<file path="src/rtl/dbus_arbiter.sv">
`default_nettype none
// ==========================================================================
// Module  : dbus_arbiter
// Desc    : Shares the data-memory port between CPU (default priority) and a
//           DMA master with starvation guard and locked bursts.
//           Optional perf counters enabled by DBUS_ARB_PERF_CNT_EN.
// Rev     : 1.0  initial release
// ==========================================================================
module dbus_arbiter #(
  parameter int STARVE_LIMIT = 4,
  parameter int MAX_BURST    = 8,
  parameter int CNT_W        = 4
) (
  input  logic        clk,
  input  logic        reset,
  input  logic        c_req,
  input  logic [31:0] c_addr,
  input  logic [31:0] c_wdata,
  input  logic [3:0]  c_byteen,
  output logic        c_gnt,
  output logic        c_rvalid,
  output logic [31:0] c_rdata,
  input  logic        d_req,
  input  logic        d_lock,
  input  logic [31:0] d_addr,
  input  logic [31:0] d_wdata,
  input  logic [3:0]  d_byteen,
  output logic        d_gnt,
  output logic        d_rvalid,
  output logic [31:0] d_rdata,
  output logic [31:0] m_data_addr,
  output logic [31:0] m_data_wdata,
  output logic [3:0]  m_data_byteen,
  input  logic [31:0] m_data_rdata,
  output logic        arb_owner
`ifdef DBUS_ARB_PERF_CNT_EN
  ,
  output logic [31:0] perf_cpu_stall,
  output logic [31:0] perf_dma_stall,
  output logic [31:0] perf_forced
`endif
);

  localparam logic [0:0]       c_st_arb     = 1'b0;
  localparam logic [0:0]       c_st_dma_own = 1'b1;
  localparam logic [CNT_W-1:0] c_starve_lim = CNT_W'(STARVE_LIMIT);
  localparam logic [CNT_W-1:0] c_max_burst  = CNT_W'(MAX_BURST);
  localparam logic [CNT_W-1:0] c_cnt_one    = CNT_W'(1);

  logic [0:0]       state_q, state_d;
  logic [CNT_W-1:0] wait_cnt_q, wait_cnt_d;
  logic [CNT_W-1:0] beat_cnt_q, beat_cnt_d;
  logic             resp_valid_q, resp_owner_q;
  logic             w_forced;
  logic [CNT_W-1:0] w_beat_next;

  // No access is issued while reset is held, so a burst cannot leak a beat.
  always_comb begin
    c_gnt    = 1'b0;
    d_gnt    = 1'b0;
    w_forced = 1'b0;
    if (!reset) begin
      if (state_q == c_st_dma_own) begin
        d_gnt = d_req;
      end else if (d_req && (wait_cnt_q == c_starve_lim)) begin
        d_gnt    = 1'b1;
        w_forced = 1'b1;
      end else if (c_req) begin
        c_gnt = 1'b1;
      end else begin
        d_gnt = d_req;
      end
    end
  end

  assign w_beat_next = beat_cnt_q + c_cnt_one;

  always_comb begin
    state_d    = state_q;
    wait_cnt_d = wait_cnt_q;
    beat_cnt_d = beat_cnt_q;
    if (state_q == c_st_arb) begin
      if (d_gnt || !d_req) begin
        wait_cnt_d = '0;
      end else if (wait_cnt_q < c_starve_lim) begin
        wait_cnt_d = wait_cnt_q + c_cnt_one;
      end
      if (d_gnt && d_lock && (MAX_BURST > 1)) begin
        state_d    = c_st_dma_own;
        beat_cnt_d = c_cnt_one;
      end
    end else if (!d_req) begin
      state_d    = c_st_arb;
      beat_cnt_d = '0;
    end else begin
      beat_cnt_d = w_beat_next;
      if (!d_lock || (w_beat_next == c_max_burst)) begin
        state_d    = c_st_arb;
        beat_cnt_d = '0;
      end
    end
  end

  always_ff @(posedge clk) begin
    if (reset) begin
      state_q      <= c_st_arb;
      wait_cnt_q   <= '0;
      beat_cnt_q   <= '0;
      resp_valid_q <= 1'b0;
      resp_owner_q <= 1'b0;
    end else begin
      state_q      <= state_d;
      wait_cnt_q   <= wait_cnt_d;
      beat_cnt_q   <= beat_cnt_d;
      resp_valid_q <= c_gnt | d_gnt;
      resp_owner_q <= d_gnt;
    end
  end

  always_comb begin
    m_data_addr   = '0;
    m_data_wdata  = '0;
    m_data_byteen = '0;
    if (c_gnt) begin
      m_data_addr   = c_addr;
      m_data_wdata  = c_wdata;
      m_data_byteen = c_byteen;
    end else if (d_gnt) begin
      m_data_addr   = d_addr;
      m_data_wdata  = d_wdata;
      m_data_byteen = d_byteen;
    end
  end

  assign c_rvalid  = resp_valid_q & ~resp_owner_q;
  assign d_rvalid  = resp_valid_q & resp_owner_q;
  assign c_rdata   = c_rvalid ? m_data_rdata : '0;
  assign d_rdata   = d_rvalid ? m_data_rdata : '0;
  assign arb_owner = state_q[0];

`ifdef DBUS_ARB_PERF_CNT_EN
  logic [31:0] perf_cpu_stall_q, perf_dma_stall_q, perf_forced_q;

  always_ff @(posedge clk) begin
    if (reset) begin
      perf_cpu_stall_q <= '0;
      perf_dma_stall_q <= '0;
      perf_forced_q    <= '0;
    end else begin
      if (c_req && !c_gnt) perf_cpu_stall_q <= perf_cpu_stall_q + 32'd1;
      if (d_req && !d_gnt) perf_dma_stall_q <= perf_dma_stall_q + 32'd1;
      if (w_forced)        perf_forced_q    <= perf_forced_q + 32'd1;
    end
  end

  assign perf_cpu_stall = perf_cpu_stall_q;
  assign perf_dma_stall = perf_dma_stall_q;
  assign perf_forced    = perf_forced_q;
`endif

endmodule
`default_nettype wire

</file>
<file path="config.mk">
export PLATFORM = sky130hd
export DESIGN_NAME = dbus_arbiter
export DESIGN_NICKNAME = d
export VERILOG_FILES = /design/src/rtl/dbus_arbiter.sv
export SDC_FILE = /design/constraint.sdc
export NUM_CORES = 1
export LEC_CHECK = 0
export CAP_MARGIN = 20
export CORE_AREA = 2 2 120 122
export DETAILED_ROUTE_END_ITERATION = 10
export DIE_AREA = 0 0 122 124
export SYNTH_ARGS = -nofsm -noshare
export SYNTH_HDL_FRONTEND = slang
export SYNTH_SLANG_ARGS = --single-unit
</file>
<file path="constraint.sdc">
create_clock -name clk -period 2.53 [get_ports clk]
set_input_delay 0.759 -clock clk [delete_from_list [all_inputs] [get_ports clk]]
set_output_delay 0.759 -clock clk [all_outputs]
set_load 0.01 [all_outputs]
</file>
---- After elaboration in Yosys (flattened, before gate mapping) ----
Cells that the tools add are included.
storage, ports and cells
  register bits after elaboration ......... 11
  output and inout port bits .............. 137
cells by class
  add/sub/neg operators ................... 2
  $lt $le $gt $ge ......................... 1
  eq/ne operators ......................... 2
  mux-type cells .......................... 26
  bitwise gates (word level) .............. 5
  reductions and logical operators ........ 9
operator list
  kind                                                  number
  two-way mux 32 bit                                    6
  two-way mux 4 bit                                     8
  two-way mux 1 bit                                     12
  adder 4 x 1 -> 4 bit (second input constant)          2
  equality test 4 x 3 -> 1 bit (second input constant)  1
  equality test 4 bit (second input constant)           1
  < comparator 4 x 3 -> 1 bit (second input constant)   1
  nonzero test 2 bit                                    2
  bitwise AND 1 bit                                     2
  logical AND 1 bit                                     2
  logical NOT 1 bit                                     2
  logical OR 1 bit                                      2
  inverter 1 bit                                        2
  AND reduction 2 bit                                   1
  bitwise OR 1 bit                                      1

---- Logic depth before layout (Yosys ltp) ----
Gate-level depths: netlist of the first run.
  depth after elaboration ................. 8
  depth in mapped cells ................... 7

---- Worst setup path before layout of the first run ----
OpenSTA, ideal clock, no wires.
  path type ............................... input to output
  start point ............................. in reset
  end point ............................... out m_data_addr[0]
  data arrival time ....................... 1673 ps
  data required time ...................... 1771 ps
  setup slack ............................. 98 ps
  stages .................................. 4
  path through ............................ buf_2 -> buf_2 -> clkbuf_1 -> o32ai_1
between the ends
  cells in the longest elaborated chain, start to end .. 3
  elaborated cells on any way between the ends .. 4
  classes of those cells .................. 4 x mux
RTL lines
  element               RTL line  text
  from (decl)           15        input logic reset,
  two-way mux 1 bit     62        if (!reset) begin
  two-way mux 32 bit    128       end else if (d_gnt) begin
  two-way mux 32 bit *  124       if (c_gnt) begin
  to (decl)             31        output logic [31:0] m_data_addr,
Mark *: on every way between the ends. The rest lies on a longest branch, timed or not.

---- Worst setup path after layout of the first run ----
  start point ............................. in c_req
  end point ............................... out m_data_addr[7]
between the ends
  cells in the longest elaborated chain, start to end .. 6
  elaborated cells on any way between the ends .. 10
  classes of those cells .................. 10 x mux
RTL lines
  element               RTL line  text
  from (decl)           16        input logic c_req,
  two-way mux 1 bit     68        end else if (c_req) begin
  two-way mux 1 bit     65        end else if (d_req && (wait_cnt_q == c_starve_lim)) begin
  two-way mux 1 bit     63        if (state_q == c_st_dma_own) begin
  two-way mux 1 bit     62
  two-way mux 32 bit    128
  two-way mux 32 bit *  124
Marks and branches as above.

==> run summary, run 1 <==
final setup margin - -0.1501 ns
clock root buffer - clkbuf_16
Synth Cell Area - 2665 um^2
global-route wire length before repair - 22.36 mm
hold_buf cts - 0
Max Cap Viol - 0
initial antenna violation count - 1
Max IR drop VDD - 0.2826 mV
Cell variety after synth - 37
DR WL/cell - 17.68 um
Non-Filler Instances - 888
Post-synth EDFFs - 0
crit path DAT - 1.92 ns
number of buffers created by CTS - 3
Slew HR - 73.03%
Pins Over Slew Limit - 0
Final Power - 1.532 mW
die width - 122 um
Reg clk slew, reported paths - 0.04 ns
setup violation total in the final timing report - 69
main flop type after synthesis - dfxtp_1
Place WS - -0.9167 ns
GRT overflow - 0
register bit count reported by yosys - 11
die extent in y - 124 um
drt drc - 0
GRT Total Usage - 18.91%
Net Count, Synth - 562
Worst-Skew Late Latency - 0.24 ns
kind of critical path - input pin to primary output
Max Buffers Root-to-Sink - 2
Min-Delay Path Class - flop to flop
hold slack - 0.5373 ns
largest fanout on the critical path - 6
number of H-tree levels - 1
drt first-iter violations - 149
vias per cell - 4.691
total leakage power - 3.236 nW
Synthesis Warnings - 0
number of routed nets with antenna violations - 0
Site Rows - 43
Layout area overhead - 156.1%
sequential area share after synthesis - 8.263%
gpl congestion - 0.7760
violated checks - setup timing
syn_area_per_cell - 6.922 um^2
status - finished, violations left
CTS tree - done
measured slew at the worst slew-check pin - 0.4008 ns
Achievable Freq - 373.1 MHz
Synth area leader - o32ai_1
nets@finish - 885
Synth area leaders - o32ai_1, nand2b_1, inv_1, dfxtp_1, and2_1
Core Area - 13720 um^2
share of the synthesized area in the top cell type - 19.39%
final hold violations - 0
router iterations before antenna repair - 4
RSZ-0062 raised after global routing - true
vias in the first global route - 4156
Power Dens Cells - 224.4 nW/um^2
Util after Layout - 49.74%
fin crit share - 105.9%
dpl hpwl - 10.97 mm
initial core utilization - 19.43%
Post-synth ARST share - 0%
port buffer count - 309
Worst setup EP type - primary output
Required @ worst endpoint - 1.77 ns
post-placement cell count - 859
fin crit period - 2.680 ns
Startpoint Class - input pin
num ports - 310
layout cell share with drive strength beyond 1 - 28.85%
Synth Instances - 385
largest net degree at the start of global routing - 52
CTS sink cnt - 11
WL final - 15.70 mm
Vias - 4166
Setup Skew - 0.0008590 ns
full die area - 15130 um^2
-- synthesized netlist by cell type, types with 6 or more instances --
master and n:
inv_1 75, nand2b_1 69, o32ai_1 59, and2_1 33, and3_1 32, clkbuf_1 18
buf_2 12, buf_6 11, dfxtp_1 11, o32ai_2 11, a21oi_1 6, nor2_1 6
-- logic make-up (layout without fill, tap and decap cells) --
group                      Yosys count  after routing  share of synthesized area, %
xor gates and xnor gates             2              2                        0.6574
AOI/OAI and AO/OA                   92             92                         31.64
buffers and inverters              116            438                         20.00
and+or+nand+nor                    160            160                         37.56
DFF                                 11             11                         8.263
other                                0              1                             0
adders and majority gates            4              4                         1.878
-- state kept, by name (all words and copies together) (netlist names) --
name          count
wait_cnt_q        4
beat_cnt_q        4
arb_owner         1
resp_owner_q      1
resp_valid_q      1
-- where the power goes --
part	internal (mW)	leakage, nW	switching (mW)	total [mW]
Combinational	0.608	3.11	0.443	1.05
Sequential	0.178	0.0895	0.00436	0.183
Clock	0.212	0.0382	0.0856	0.298
-- cell type report --
cell class	count	area, um^2
fill	1328	6895
timing repair buffer	359	3452
multi-input combinational	258	2561
inverter	75	284.0
tap	180	225.2
sequential	11	220.2
clock buffer	4	78.83
antenna	1	2.502
-- placed cells by master (no fill, tap or decap), drive strengths merged --
cell type / count
clkdlybuf4s50: 172
nor4: 1
nand3: 2
o32ai: 70
a22oi: 1
a2111oi: 1
a21oi: 6
o21ai: 4
xor2: 1
nor2b: 5
ha: 4
a41oi: 1
a31oi: 3
nand2b: 69
and4b: 1
dfxtp: 11
a21bo: 1
xnor2: 1
inv: 75
a211oi: 2
nor3: 1
nand4b: 1
nand2: 5
nand3b: 2
clkbuf: 6
or3: 1
a211o: 1
a21o: 2
diode: 1
and3: 32
and2: 33
nor2: 6
dlygate4sd2: 64
buf: 121
and3b: 1
-- worst max-delay path: stages --
cell and delay, ns:
buf_6 0.07, nor2b_4 0.17, buf_6 0.12, o21ai_4 0.08, buf_6 0.15, buf_12 0.14
o32ai_4 0.26, buf_2 0.18
-- layer usage --
layer	share of wire, %	track usage, %
met5	0	0
met1	35	19.32
met4	1.6	4.023
met3	8.9	4.304
met2	54	38.65
-- what timing repair did --
| action | in CTS | in global routing |
|---|---|---|
| pin swaps | 24 | 10 |
| endpoints found under the hold margin | 0 | 0 |
| setup endpoints to repair | 134 | 70 |
| gates resized for setup | 465 | 25 |
| cloned | 12 | 1 |
| buffers inserted | 13 | 2 |
-- path summary, 6_finish.rpt --
kind                                        to           from  depth (start not counted)  slack, ns
worst max-delay path            m_data_addr[7]          c_req                          8      -0.15
worst min register to register   beat_cnt_q[1]  beat_cnt_q[1]                          2       0.54
worst max register to register    resp_owner_q  wait_cnt_q[1]                          8       1.05
worst min-delay path             beat_cnt_q[1]  beat_cnt_q[1]                          2       0.54
-- stage by stage --
stage	instance area [um^2]	TNS, ns
3_3_place_gp	6008	-67.10
4_1_cts	6686	-8.527
2_1_floorplan	2665	0
5_1_grt	6822	-9.437
6_report	6824	-5.802
3_5_place_dp	6008	-68.84
Power figures use the tool's default switching activity.
==> run 2: changes to the inputs <==
--- a/config.mk
+++ b/config.mk
@@ -5,10 +5,11 @@
 export SDC_FILE = /design/constraint.sdc
 export NUM_CORES = 1
 export LEC_CHECK = 0
-export CAP_MARGIN = 20
 export CORE_AREA = 2 2 120 122
 export DETAILED_ROUTE_END_ITERATION = 10
 export DIE_AREA = 0 0 122 124
+export HOLD_SLACK_MARGIN = 0.05
+export SLEW_MARGIN = 20
 export SYNTH_ARGS = -nofsm -noshare
 export SYNTH_HDL_FRONTEND = slang
 export SYNTH_SLANG_ARGS = --single-unit
==> results of run 2 <==
Final layout, timing and power as in run 1 (identical DEF).
